===== config.mk =====
export PLATFORM = sky130hd
export DESIGN_NAME = int_div_seq_core
export DESIGN_NICKNAME = d
export VERILOG_FILES = /design/src/rtl/int_div_pkg.sv /design/src/rtl/int_div_step.sv /design/src/rtl/int_div_seq_core.sv
export SDC_FILE = /design/constraint.sdc
export NUM_CORES = 1
export LEC_CHECK = 0
export BUFFER_PORTS_ARGS = -buffer_cell sky130_fd_sc_hd__buf_2
export CAP_MARGIN = 20
export CORE_ASPECT_RATIO = 0.7
export CORE_UTILIZATION = 60
export DETAILED_ROUTE_END_ITERATION = 10
export PLACE_DENSITY_LB_ADDON = 0.25
export SETUP_SLACK_MARGIN = 0.5
export SLEW_MARGIN = 20
export SYNTH_ARGS = -nofsm -noshare
export SYNTH_HDL_FRONTEND = slang
export SYNTH_SLANG_ARGS = --single-unit

===== constraint.sdc =====
create_clock -name clk -period 4 [get_ports clk]
set_clock_uncertainty 0.2 [all_clocks]
set_input_delay 0.8 -clock clk [delete_from_list [all_inputs] [get_ports clk]]
set_output_delay 0.8 -clock clk [all_outputs]
set_load 0.01 [all_outputs]

===== src/rtl/int_div_pkg.sv =====
// Shared types and constants for the sequential restoring divider.
package int_div_pkg;

    localparam int DIV_WIDTH_DEFAULT = 8;

    typedef enum logic [1:0] {
        IDLE,
        CALC,
        DONE
    } state_t;

    // Counter must hold WIDTH-1; never narrower than one bit.
    function automatic int cnt_width(input int width);
        return (width <= 2) ? 1 : $clog2(width);
    endfunction

endpackage


===== src/rtl/int_div_step.sv =====
// One combinational restoring-division step: shift in the next dividend bit,
// trial-subtract the divisor, keep the difference only if it is non-negative.
module int_div_step
    import int_div_pkg::*;
#(
    parameter int WIDTH = DIV_WIDTH_DEFAULT
) (
    input  logic [WIDTH:0]   a,
    input  logic [WIDTH-1:0] q,
    input  logic [WIDTH-1:0] d,
    output logic [WIDTH:0]   a_next,
    output logic [WIDTH-1:0] q_next
);

    logic [WIDTH+1:0] shifted;
    logic [WIDTH+1:0] trial;

    assign shifted = {a, q[WIDTH-1]};
    assign trial   = shifted - {2'b00, d};

    always_comb begin
        if (!trial[WIDTH+1]) begin
            a_next = trial[WIDTH:0];
            q_next = {q[WIDTH-2:0], 1'b1};
        end else begin
            a_next = shifted[WIDTH:0];
            q_next = {q[WIDTH-2:0], 1'b0};
        end
    end

endmodule


===== src/rtl/int_div_seq_core.sv =====
// Radix-2 restoring divider, one quotient bit per enabled cycle, with
// valid/ready on both sides. Define INT_DIV_SIGNED_EN for signed support.
module int_div_seq_core
    import int_div_pkg::*;
#(
    parameter int WIDTH = DIV_WIDTH_DEFAULT
) (
    input  logic             clk,
    input  logic             rst_n,
    input  logic             ena,
    input  logic             in_valid,
    output logic             in_ready,
    input  logic [WIDTH-1:0] dividend,
    input  logic [WIDTH-1:0] divisor,
    output logic             out_valid,
    input  logic             out_ready,
    output logic [WIDTH-1:0] quotient,
    output logic [WIDTH-1:0] remainder,
    output logic             div_by_zero,
`ifdef INT_DIV_SIGNED_EN
    input  logic             is_signed,
`endif
    output logic             busy
);

    localparam int CW = cnt_width(WIDTH);
    localparam logic [CW-1:0] CNT_LOAD = CW'(WIDTH - 1);

    state_t           state_reg, state_next;
    logic [WIDTH:0]   a_reg, a_next;
    logic [WIDTH-1:0] q_reg, q_next;
    logic [WIDTH-1:0] d_reg, d_next;
    logic [CW-1:0]    cnt_reg, cnt_next;
    logic             zero_reg, zero_next;
    logic [WIDTH-1:0] quotient_reg, quotient_next;
    logic [WIDTH-1:0] remainder_reg, remainder_next;
    logic             dbz_reg, dbz_next;

    logic [WIDTH:0]   a_step;
    logic [WIDTH-1:0] q_step;
    logic [WIDTH-1:0] dvd_mag, dvs_mag;
    logic [WIDTH-1:0] quo_fix, rem_fix;

    int_div_step #(.WIDTH(WIDTH)) u_step (
        .a      (a_reg),
        .q      (q_reg),
        .d      (d_reg),
        .a_next (a_step),
        .q_next (q_step)
    );

`ifdef INT_DIV_SIGNED_EN
    logic q_neg_reg, q_neg_next;
    logic r_neg_reg, r_neg_next;

    // Magnitudes go through the unsigned datapath; signs are restored on write-back.
    assign dvd_mag = (is_signed && dividend[WIDTH-1]) ? -dividend : dividend;
    assign dvs_mag = (is_signed && divisor[WIDTH-1])  ? -divisor  : divisor;
    assign quo_fix = q_neg_reg ? -q_step : q_step;
    assign rem_fix = r_neg_reg ? -a_step[WIDTH-1:0] : a_step[WIDTH-1:0];

    always_comb begin
        q_neg_next = q_neg_reg;
        r_neg_next = r_neg_reg;
        if (state_reg == IDLE && ena && in_valid) begin
            q_neg_next = is_signed & (dividend[WIDTH-1] ^ divisor[WIDTH-1]);
            r_neg_next = is_signed & dividend[WIDTH-1];
        end
    end

    always_ff @(posedge clk) begin
        if (!rst_n) begin
            q_neg_reg <= 1'b0;
            r_neg_reg <= 1'b0;
        end else begin
            q_neg_reg <= q_neg_next;
            r_neg_reg <= r_neg_next;
        end
    end
`else
    assign dvd_mag = dividend;
    assign dvs_mag = divisor;
    assign quo_fix = q_step;
    assign rem_fix = a_step[WIDTH-1:0];
`endif

    always_comb begin
        state_next     = state_reg;
        a_next         = a_reg;
        q_next         = q_reg;
        d_next         = d_reg;
        cnt_next       = cnt_reg;
        zero_next      = zero_reg;
        quotient_next  = quotient_reg;
        remainder_next = remainder_reg;
        dbz_next       = dbz_reg;
        case (state_reg)
            IDLE: begin
                if (ena && in_valid) begin
                    zero_next  = (divisor == '0);
                    a_next     = '0;
                    d_next     = dvs_mag;
                    state_next = CALC;
                    // A zero divisor spends one CALC cycle carrying the raw dividend in Q.
                    if (divisor == '0) begin
                        q_next   = dividend;
                        cnt_next = '0;
                    end else begin
                        q_next   = dvd_mag;
                        cnt_next = CNT_LOAD;
                    end
                end
            end
            CALC: begin
                if (ena) begin
                    a_next = a_step;
                    q_next = q_step;
                    if (cnt_reg == '0) begin
                        state_next = DONE;
                        if (zero_reg) begin
                            quotient_next  = '1;
                            remainder_next = q_reg;
                            dbz_next       = 1'b1;
                        end else begin
                            quotient_next  = quo_fix;
                            remainder_next = rem_fix;
                            dbz_next       = 1'b0;
                        end
                    end else begin
                        cnt_next = cnt_reg - CW'(1);
                    end
                end
            end
            DONE: begin
                if (ena && out_ready) begin
                    state_next = IDLE;
                end
            end
            default: state_next = IDLE;
        endcase
    end

    always_ff @(posedge clk) begin
        if (!rst_n) begin
            state_reg     <= IDLE;
            a_reg         <= '0;
            q_reg         <= '0;
            d_reg         <= '0;
            cnt_reg       <= '0;
            zero_reg      <= 1'b0;
            quotient_reg  <= '0;
            remainder_reg <= '0;
            dbz_reg       <= 1'b0;
        end else begin
            state_reg     <= state_next;
            a_reg         <= a_next;
            q_reg         <= q_next;
            d_reg         <= d_next;
            cnt_reg       <= cnt_next;
            zero_reg      <= zero_next;
            quotient_reg  <= quotient_next;
            remainder_reg <= remainder_next;
            dbz_reg       <= dbz_next;
        end
    end

    assign in_ready    = (state_reg == IDLE);
    assign out_valid   = (state_reg == DONE);
    assign busy        = (state_reg != IDLE);
    assign quotient    = quotient_reg;
    assign remainder   = remainder_reg;
    assign div_by_zero = dbz_reg;

endmodule


==> impl_metrics.json, run 1 <==
{
  "status": "finished clean",
  "crit_buf_inv": 2,
  "seqPwrFrac_pct": 43.0,
  "synth_top_cell_by_area": "dfxtp_1",
  "cts.clk_slew.worst_paths_ns": 0.08,
  "ctsHoldBuffers": 0,
  "cpMostUsedCell": "inv_1",
  "postSynthCellCount": 314,
  "leakagePower_nw": 1.250,
  "clockPowerShare_pct": 32.7,
  "synth_top_area_share_pct": 37.35,
  "ys_ff_latch": 48,
  "min_from": "d_reg[6]",
  "reg2reg_from": "q_reg[7]",
  "cp-startpoint": "q_reg[7]",
  "cts_tree": "yes",
  "grt_overflow": 0,
  "post_cts_buffers": 0,
  "switching_share_pct": 28.91,
  "rows": 19,
  "gp_congestion": 0.8853,
  "grt.total_usage_pct": 28.02,
  "drt_iter0_drc": 179,
  "clock-sinks": 48,
  "max_cap_violations": 0,
  "synth.most_common_cell": "dfxtp_1",
  "combinationalPowerShare_pct": 24.3,
  "synth-main-ff-cell": "dfxtp_1",
  "multi_input_area_um2": 1473,
  "drc": 0,
  "cpMaxStageDelayCell": "fa_1",
  "cp-end-kind": "flip-flop",
  "dp_slack_ns": 1.490,
  "crit_family": "compound AO/OA/AOI/OAI gates",
  "chipWidth_um": 80.26,
  "antenna_found_initial": 0,
  "postCtsResizedCells": 0,
  "die_h_um": 56.79,
  "postSynth.asyncResetShare_pct": 0,
  "rsz0062_at_grt": "false",
  "finalCritPeriodShare_pct": 62.81,
  "critPathArrivalTime_ns": 2.50,
  "grt_max_degree": 30,
  "design.core.area_um2": 4018,
  "finalSetupViolCount": 0,
  "fmax_mhz": 398.0,
  "synth_area_um2": 2572,
  "final_core_util_pct": 72.53,
  "irDropWorstVdd_v": 0.0002672,
  "synth-edff-count": 0,
  "root_buffer": "clkbuf_8",
  "routed-via-count": 2356,
  "dp_hpwl_um": 4268,
  "dieArea_um2": 4558,
  "setup_tns_ns": 0,
  "viasPerCell": 5.920,
  "relSlewSlack_pct": 53.74,
  "min_period_ns": 2.512,
  "fill_cells": 330,
  "seq_area_um2": 960.9,
  "grt_pass1_wl_um": 9770,
  "ys_types": 49,
  "switchingPower_w": 0.0003539,
  "first_pass_iters": 5,
  "worstPathCellList": "inv_1 -> ha_1 -> inv_1 -> fa_1 -> a211oi_2 -> o21ai_1 -> a21o_1 -> a2111oi_2 -> xnor2_1 -> o21ai_2",
  "ys_warn_count": 0,
  "ioPinCount": 41,
  "critPathRequiredTime_ns": 3.99,
  "startpoint_type": "flip-flop",
  "max_stage_delay_ns": 0.43,
  "yosys-top-cells-area": "dfxtp_1, nand2_1, ha_1",
  "worstSetupPathType": "reg2reg",
  "p_int_w": 0.0008703,
  "tightest_slew_ns": 0.6930,
  "drv_slew": 0,
  "htreeDepth": 2,
  "final_net_count": 378,
  "io_buffers": 40,
  "initial_core_util_pct": 64.03,
  "yosys-top-cells-count": "dfxtp_1, nand2_1, nand3_1, inv_1, nor2_1",
  "hold_path_class": "reg2reg",
  "synth_nets": 346,
  "antenna_left": 0,
  "power_density_nw_per_um2": 420.1,
  "largest_reg_flops": 9,
  "first_global_vias": 2121,
  "cp_max_fo": 3,
  "fin_ws_ns": 1.488,
  "synth_area_per_cell_um2": 8.193,
  "fin_total_pwr_w": 0.001224,
  "ys_seq_area_share_pct": 37.35,
  "areaGrowthSynthToFinish_pct": 13.28,
  "wl_um": 5727,
  "clk_latency_ns": 0.30,
  "drive_gt1_share_pct": 18.21,
  "cts_made_buffers": 5,
  "hold_violations": 0,
  "clk_path_buf_depth": 2,
  "post_drt_wl_per_cell_um": 14.39,
  "diodes": 0
}
-- through the flow --
stage / std cells / cell area [um2] / hold slack [ns]
floorplan: 314 / 2572 / 0.2410
global placement: 391 / 2785 / 0.2483
detailed placement: 391 / 2785 / 0.2577
CTS: 398 / 2914 / 0.2691
global route: 398 / 2914 / 0.2890
finish: 398 / 2914 / 0.2636
-- cell type report --
type                       count  area share [%]
timing repair buffer          43           7.643
sequential                    48           32.98
clock buffer                   5           2.362
clock inverter                 2           2.061
tap                           52           2.233
inverter                      17           2.190
multi-input combinational    231           50.54
-- logic make-up after synthesis --
family,after synthesis,synth area share (%)
flops,48,37.35
xor+xnor,4,1.362
buf+inv,35,5.593
simple gates,126,23.74
mux,4,1.556
compound gates,86,24.76
fa+ha+maj,11,5.642
-- worst min-delay path, delay by kind of cell (launching register included) --
family           cells  cell delay [ns]
AND/OR/NAND/NOR      1             0.05
AO/OA/AOI/OAI        1             0.06
flip-flops           1             0.31
-- placed cells by master (no fill, tap or decap), types with 2 or more instances in the layout --
cell type / netlist / routed
and2_1: 2 / 2
a211oi_1: 3 / 3
nand2_1: 47 / 47
nor2_1: 17 / 17
nand2b_1: 4 / 4
nand3_1: 21 / 21
clkbuf_8: 0 / 5
mux2i_1: 4 / 4
ha_1: 10 / 10
o211ai_1: 6 / 6
buf_4: 0 / 3
a21o_1: 2 / 2
nand4_1: 6 / 6
and3_1: 2 / 2
or3_1: 3 / 3
o21ai_1: 9 / 9
o211a_1: 7 / 7
nor4_1: 2 / 2
inv_1: 17 / 17
o21ai_0: 13 / 13
a21oi_1: 10 / 10
nor2b_1: 4 / 4
nor3b_1: 8 / 7
o21a_1: 3 / 3
a21boi_0: 12 / 12
bufinv_16: 0 / 2
nor3_1: 8 / 8
xnor2_1: 4 / 4
buf_2: 4 / 40
dfxtp_1: 48 / 48
a21oi_2: 2 / 2
a31oi_1: 3 / 3
o21ai_2: 2 / 2
-- path summary, 6_finish.rpt --
path,end,slack (ns),depth (start not counted)
max,a_reg[8],1.49,10
min,d_reg[6],0.26,2
max reg2reg,a_reg[8],1.49,10
min reg2reg,d_reg[6],0.26,2
-- layer usage --
layer,wire length [um],up-vias,track usage [%]
met2,2497,77,41.15
met3,401,10,6.992
met1,2766,1092,40.26
met4,62,0,8.163
met5,0,-,0
li1,-,1177,-
-- power by group through the flow --
stage	sequential [W]	combinational, W	clock, W
2_1_floorplan	0.000533	0.000232	0
3_3_place_gp	0.000535	0.000289	0
3_5_place_dp	0.000536	0.000293	0
4_1_cts	0.000526	0.000296	0.000405
5_1_grt	0.000530	0.000331	0.000427
6_report	0.000526	0.000297	0.000400
No activity file was read; power rests on OpenSTA's default activity.
==> inputs of run 2 (changes only) <==
CORE_UTILIZATION = 51   (was 60)
clock period = 2.1 ns   (was 4 ns; I/O delays follow)
==> run 2 against run 1 <==
Count of clock-buffer cells in the layout grew 2. Register-to-register slack worse by 1.8 ns. The flow now finishes with violations (setup timing). Combinational power grew to 3.5 times the previous value. Global-route usage down 1.0 points. Clock power rose by 87%.
==> impl_metrics.json, run 2 (synthesis gave the netlist of run 1 again) <==
{
  "status": "finished, violations left",
  "failed_checks": "setup timing",
  "cp.depth": 9,
  "tightest_slew_ns": 0.8236,
  "viasPerCell": 5.726,
  "design.core.area_um2": 4808,
  "ctsHoldBuffers": 0,
  "clock-sinks": 48,
  "leakagePower_nw": 1.664,
  "grtUsageMet3_pct": 4.692,
  "rsz0062_at_grt": "true",
  "cp-end-kind": "flip-flop",
  "whs_ns": 0.1559,
  "grtUsageMet2_pct": 41.62,
  "grt.total_usage_pct": 26.97,
  "max_stage_delay_ns": 0.36,
  "seq_area_um2": 985.9,
  "final_cell_mix": "nand2_1, buf_2, buf_4",
  "min_period_ns": 2.418,
  "antenna_left": 0,
  "largest_reg_flops": 9,
  "fill_cells": 302,
  "grt_max_degree": 32,
  "grt-busiest-layer": "met2",
  "fin_total_pwr_w": 0.002795,
  "antenna_found_initial": 0,
  "worstSetupPathType": "reg2reg",
  "multi_input_area_um2": 1937,
  "critPathArrivalTime_ns": 2.46,
  "drv_slew": 0,
  "cts_tree": "yes",
  "drc": 0,
  "cpMaxStageDelayCell": "or3_1",
  "grt_pass1_wl_um": 10810,
  "post_drt_wl_per_cell_um": 16.65,
  "hold_violations": 0,
  "relSlewSlack_pct": 44.98,
  "max_cap_violations": 0,
  "irDropWorstVdd_v": 0.0005027,
  "crit_family": "compound AO/OA/AOI/OAI gates",
  "startpoint_type": "flip-flop",
  "io_buffers": 40,
  "cp_max_fo": 8,
  "cts.clk_slew.worst_paths_ns": 0.09,
  "first_global_vias": 2255,
  "met1_usage_pct": 38.50,
  "dieArea_um2": 5336,
  "ioPinCount": 41,
  "drt_iter0_drc": 188,
  "cts_made_buffers": 5,
  "die_h_um": 61.42,
  "whs_path_depth": 3,
  "final_common_cell": "nand2_1",
  "root_buffer": "clkbuf_8",
  "clk_latency_ns": 0.31,
  "clk_path_buf_depth": 2,
  "routed-via-count": 2674,
  "areaGrowthSynthToFinish_pct": 52.68,
  "htreeDepth": 2,
  "r2r_cells": 9,
  "final_net_count": 429,
  "drive_gt1_share_pct": 50.00,
  "chipWidth_um": 86.89,
  "diodes": 0,
  "first_pass_iters": 5,
  "finalCritPeriodShare_pct": 115.2,
  "hold_path_class": "in2reg",
  "gp_congestion": 0.9324,
  "crit_buf_inv": 2,
  "fin_ws_ns": -0.3183,
  "rows": 21,
  "finalSetupViolCount": 19,
  "setup_tns_ns": -4.149,
  "dp_hpwl_um": 4897,
  "initial_core_util_pct": 53.50,
  "power_density_nw_per_um2": 711.7,
  "worstPathCellList": "inv_2 -> ha_4 -> nand4_1 -> a211oi_4 -> buf_4 -> o21a_4 -> nor2_4 -> or3_1 -> a31oi_1",
  "critPathRequiredTime_ns": 2.14,
  "grt_overflow": 0,
  "wl_um": 7776,
  "fmax_mhz": 413.5
}
-- run 2: cell type report --
class / instances / area share (%)
tap: 69 / 2.198
multi-input combinational: 231 / 49.32
inverter: 17 / 1.688
clock inverter: 1 / 0.7646
sequential: 48 / 25.10
clock buffer: 7 / 2.453
timing repair buffer: 94 / 18.48
-- run 2: final timing paths --
path | startpoint | endpoint | slack [ns]
worst min-delay path | divisor[5] | d_reg[5] | 0.16
worst min register to register | cnt_reg[1] | cnt_reg[1] | 0.26
worst max-delay path | d_reg[4] | remainder[0] | -0.32
worst max register to register | d_reg[4] | remainder[0] | -0.32
-- run 2: worst min-delay path, stage by stage --
cell and delay [ns]:
buf_2 0.10, nand2_1 0.05, a21boi_0 0.06
-- run 2: power breakdown --
group | switching [W] | internal (W) | total [W]
sequential | 0.0000555 | 0.000963 | 0.00102
clock | 0.000327 | 0.000420 | 0.000747
combinational | 0.000506 | 0.000523 | 0.00103
total | 0.000888 | 0.00191 | 0.00280
-- run 2: layer usage --
metal / vias up / wire [um]
li1: 1276 / -
met1: 1271 / 3604
met2: 113 / 3522
met3: 14 / 503
met4: 0 / 146
met5: - / 0
-- run 2: metrics by stage --
stage	util [%]	cell area [um2]	cells	setup WS [ns]
global route	81.68	3928	467	-0.3906
CTS	73.77	3547	454	-0.2435
detailed placement	66.64	3204	437	-0.2233
finish	81.68	3928	467	-0.3183
floorplan	-	2769	314	-0.1144
global placement	66.64	3204	437	-0.1640
-- run 2: timing repair --
action                                  in CTS  in global routing
endpoints found under the setup margin      35                 42
gates cloned                                 0                  1
pin swaps                                   16                 23
buffers inserted                             9                 12
gates resized for setup                     36                 65
==> inputs of run 3 (changes only) <==
CORE_UTILIZATION = 56   (was 51)
CTS_CLUSTER_SIZE = 25   (was unset)
clock period = 2.25 ns   (was 2.1 ns; I/O delays follow)
==> run 3 against run 2 <==
The flow still finishes with violations (setup timing). Critical path depth increased by 1. Global-route usage grew 2.5 points. Via count hardly changed. Non-clock buffer count fell by 14. Cell count down 6.0%. Setup slack improved by 0.12 ns. Combinational power shrank 12%. Flip-flop and latch count stayed put. Largest cell class unchanged.
==> impl_metrics.json, run 3 (synthesis gave the netlist of run 1 again) <==
{
  "startpoint_type": "flip-flop",
  "critPathRequiredTime_ns": 2.24,
  "r2r_cells": 10,
  "leakagePower_nw": 1.462,
  "cts.clk_slew.worst_paths_ns": 0.09,
  "setup_tns_ns": -0.8774,
  "cp-startpoint": "q_reg[7]",
  "whs_path_depth": 3,
  "cts_tree": "yes",
  "worstSetupPathType": "reg2reg",
  "wl_um": 7954,
  "gp_congestion": 0.8317,
  "drive_gt1_share_pct": 41.67,
  "root_buffer": "clkbuf_8",
  "relSlewSlack_pct": 49.21,
  "status": "finished, violations left",
  "routed-via-count": 2673,
  "power_density_nw_per_um2": 667.2,
  "cts_made_buffers": 5,
  "die_h_um": 58.71,
  "cp_max_fo": 2,
  "first_global_vias": 2368,
  "dp_hpwl_um": 4845,
  "crit_family": "compound AO/OA/AOI/OAI gates",
  "multi_input_area_um2": 1808,
  "cp-end-kind": "flip-flop",
  "seq_area_um2": 975.9,
  "r2r-end": "a_reg[8]",
  "max_cap_violations": 0,
  "fmax_mhz": 409.2,
  "grt_max_degree": 23,
  "ioPinCount": 41,
  "design.core.area_um2": 4379,
  "hold_path_class": "in2reg",
  "clk_latency_ns": 0.30,
  "grt_pass1_wl_um": 11360,
  "irDropWorstVdd_v": 0.0005018,
  "post_drt_wl_per_cell_um": 18.12,
  "hold_violations": 0,
  "r2r_slack_ns": -0.19,
  "worstPathCellList": "inv_2 -> ha_4 -> inv_2 -> fa_2 -> a211oi_4 -> o21ai_2 -> a21o_1 -> a2111oi_4 -> xnor2_1 -> o21ai_2",
  "antenna_found_initial": 0,
  "dieArea_um2": 4873,
  "finalCritPeriodShare_pct": 108.6,
  "cpMaxStageDelayCell": "fa_2",
  "drt_iter0_drc": 226,
  "drc": 0,
  "htreeDepth": 2,
  "grt_overflow": 0,
  "largest_reg_flops": 9,
  "crit_buf_inv": 2,
  "grt.total_usage_pct": 29.45,
  "max_stage_delay_ns": 0.38,
  "reg2reg_from": "q_reg[7]",
  "antenna_left": 0,
  "diodes": 0,
  "viasPerCell": 6.089,
  "io_buffers": 40,
  "final_net_count": 416,
  "rows": 20,
  "fin_area_um2": 3525,
  "ctsHoldBuffers": 0,
  "final_core_util_pct": 80.49,
  "first_pass_iters": 5,
  "postPlaceCellArea_um2": 3092,
  "clk_path_buf_depth": 2,
  "fin_ws_ns": -0.1940,
  "drv_slew": 0,
  "final_cell_mix": "nand2_1, buf_2, dfxtp_1",
  "min_period_ns": 2.444,
  "fill_cells": 283,
  "tightest_slew_ns": 0.7603,
  "endpoint": "a_reg[8]",
  "clock-sinks": 48,
  "failed_checks": "setup timing",
  "areaGrowthSynthToFinish_pct": 37.01,
  "initial_core_util_pct": 58.74,
  "final_common_cell": "nand2_1",
  "finalSetupViolCount": 11,
  "rsz0062_at_grt": "true",
  "cp.depth": 10,
  "chipWidth_um": 83.01,
  "critPathArrivalTime_ns": 2.43
}
-- run 3: changes by cell type in the layout (fill, tap and decap cells not counted), moves of 4 or more --
cell     previous run  this run
buf_4              38        33
buf_6              12         6
dfxtp_1            32        36
nor2_1              7        15
nor2_4              8         3
nor3_1              0         6
nor3_2              8         2
nor3b_1             0         6
nor3b_2             7         2
o21ai_1            12         7
-- run 3: final cells by class --
type	count	share of cell area, %
inverters	17	1.810
flip-flops and latches	48	27.69
well taps	55	1.952
repair buffers	80	15.05
clock buffers	6	2.059
clock inverters	1	0.1420
multi-input cells	232	51.30
-- run 3: per-layer routing --
metal,global-route usage (%),vias up,share of wire [%]
met1,41.05,1263,43
met2,47.54,132,47
li1,-,1254,-
met3,5.891,24,6.7
met4,7.389,0,3.3
met5,0,-,0
-- run 3: worst reg2reg max path, stage by stage (launching register included) --
cell and delay (ns):
dfxtp_2 0.33, inv_2 0.07, ha_4 0.13, inv_2 0.04, fa_2 0.39, a211oi_4 0.30, o21ai_2 0.11, a21o_1 0.20
a2111oi_4 0.30, xnor2_1 0.19, o21ai_2 0.07
-- run 3: worst min-delay path by stage --
stage / to / start
floorplan: cnt_reg[1] / cnt_reg[1]
global placement: cnt_reg[1] / cnt_reg[1]
detailed placement: remainder[5] / remainder[5]
CTS: d_reg[4] / divisor[4]
global route: d_reg[1] / divisor[1]
finish: d_reg[4] / divisor[4]
-- run 3: what timing repair did --
| item | in CTS | in global routing |
|---|---|---|
| resized for setup | 26 | 26 |
| setup buffers | 9 | 8 |
| setup endpoints to repair | 29 | 41 |
| pin swaps | 12 | 16 |
| cloned | 1 | 0 |
| hold endpoints to repair | 0 | 0 |
-- run 3: report_power, final --
part,total (W),switching [W],internal [W]
combinational,0.000910,0.000472,0.000438
sequential,0.000942,0.0000441,0.000898
clock,0.000499,0.000287,0.000212
total,0.00235,0.000803,0.00155
-- run 3: per-stage QoR --
step	cells	setup WS, ns	hold WS (ns)	total power (W)
floorplan	314	0.03564	0.2410	0.001424
global placement	414	-0.06757	0.2502	0.001594
detailed placement	414	-0.1222	0.2612	0.001612
CTS	431	-0.1004	0.1970	0.002214
global route	439	-0.2637	0.2051	0.002448
finish	439	-0.1940	0.1977	0.002352
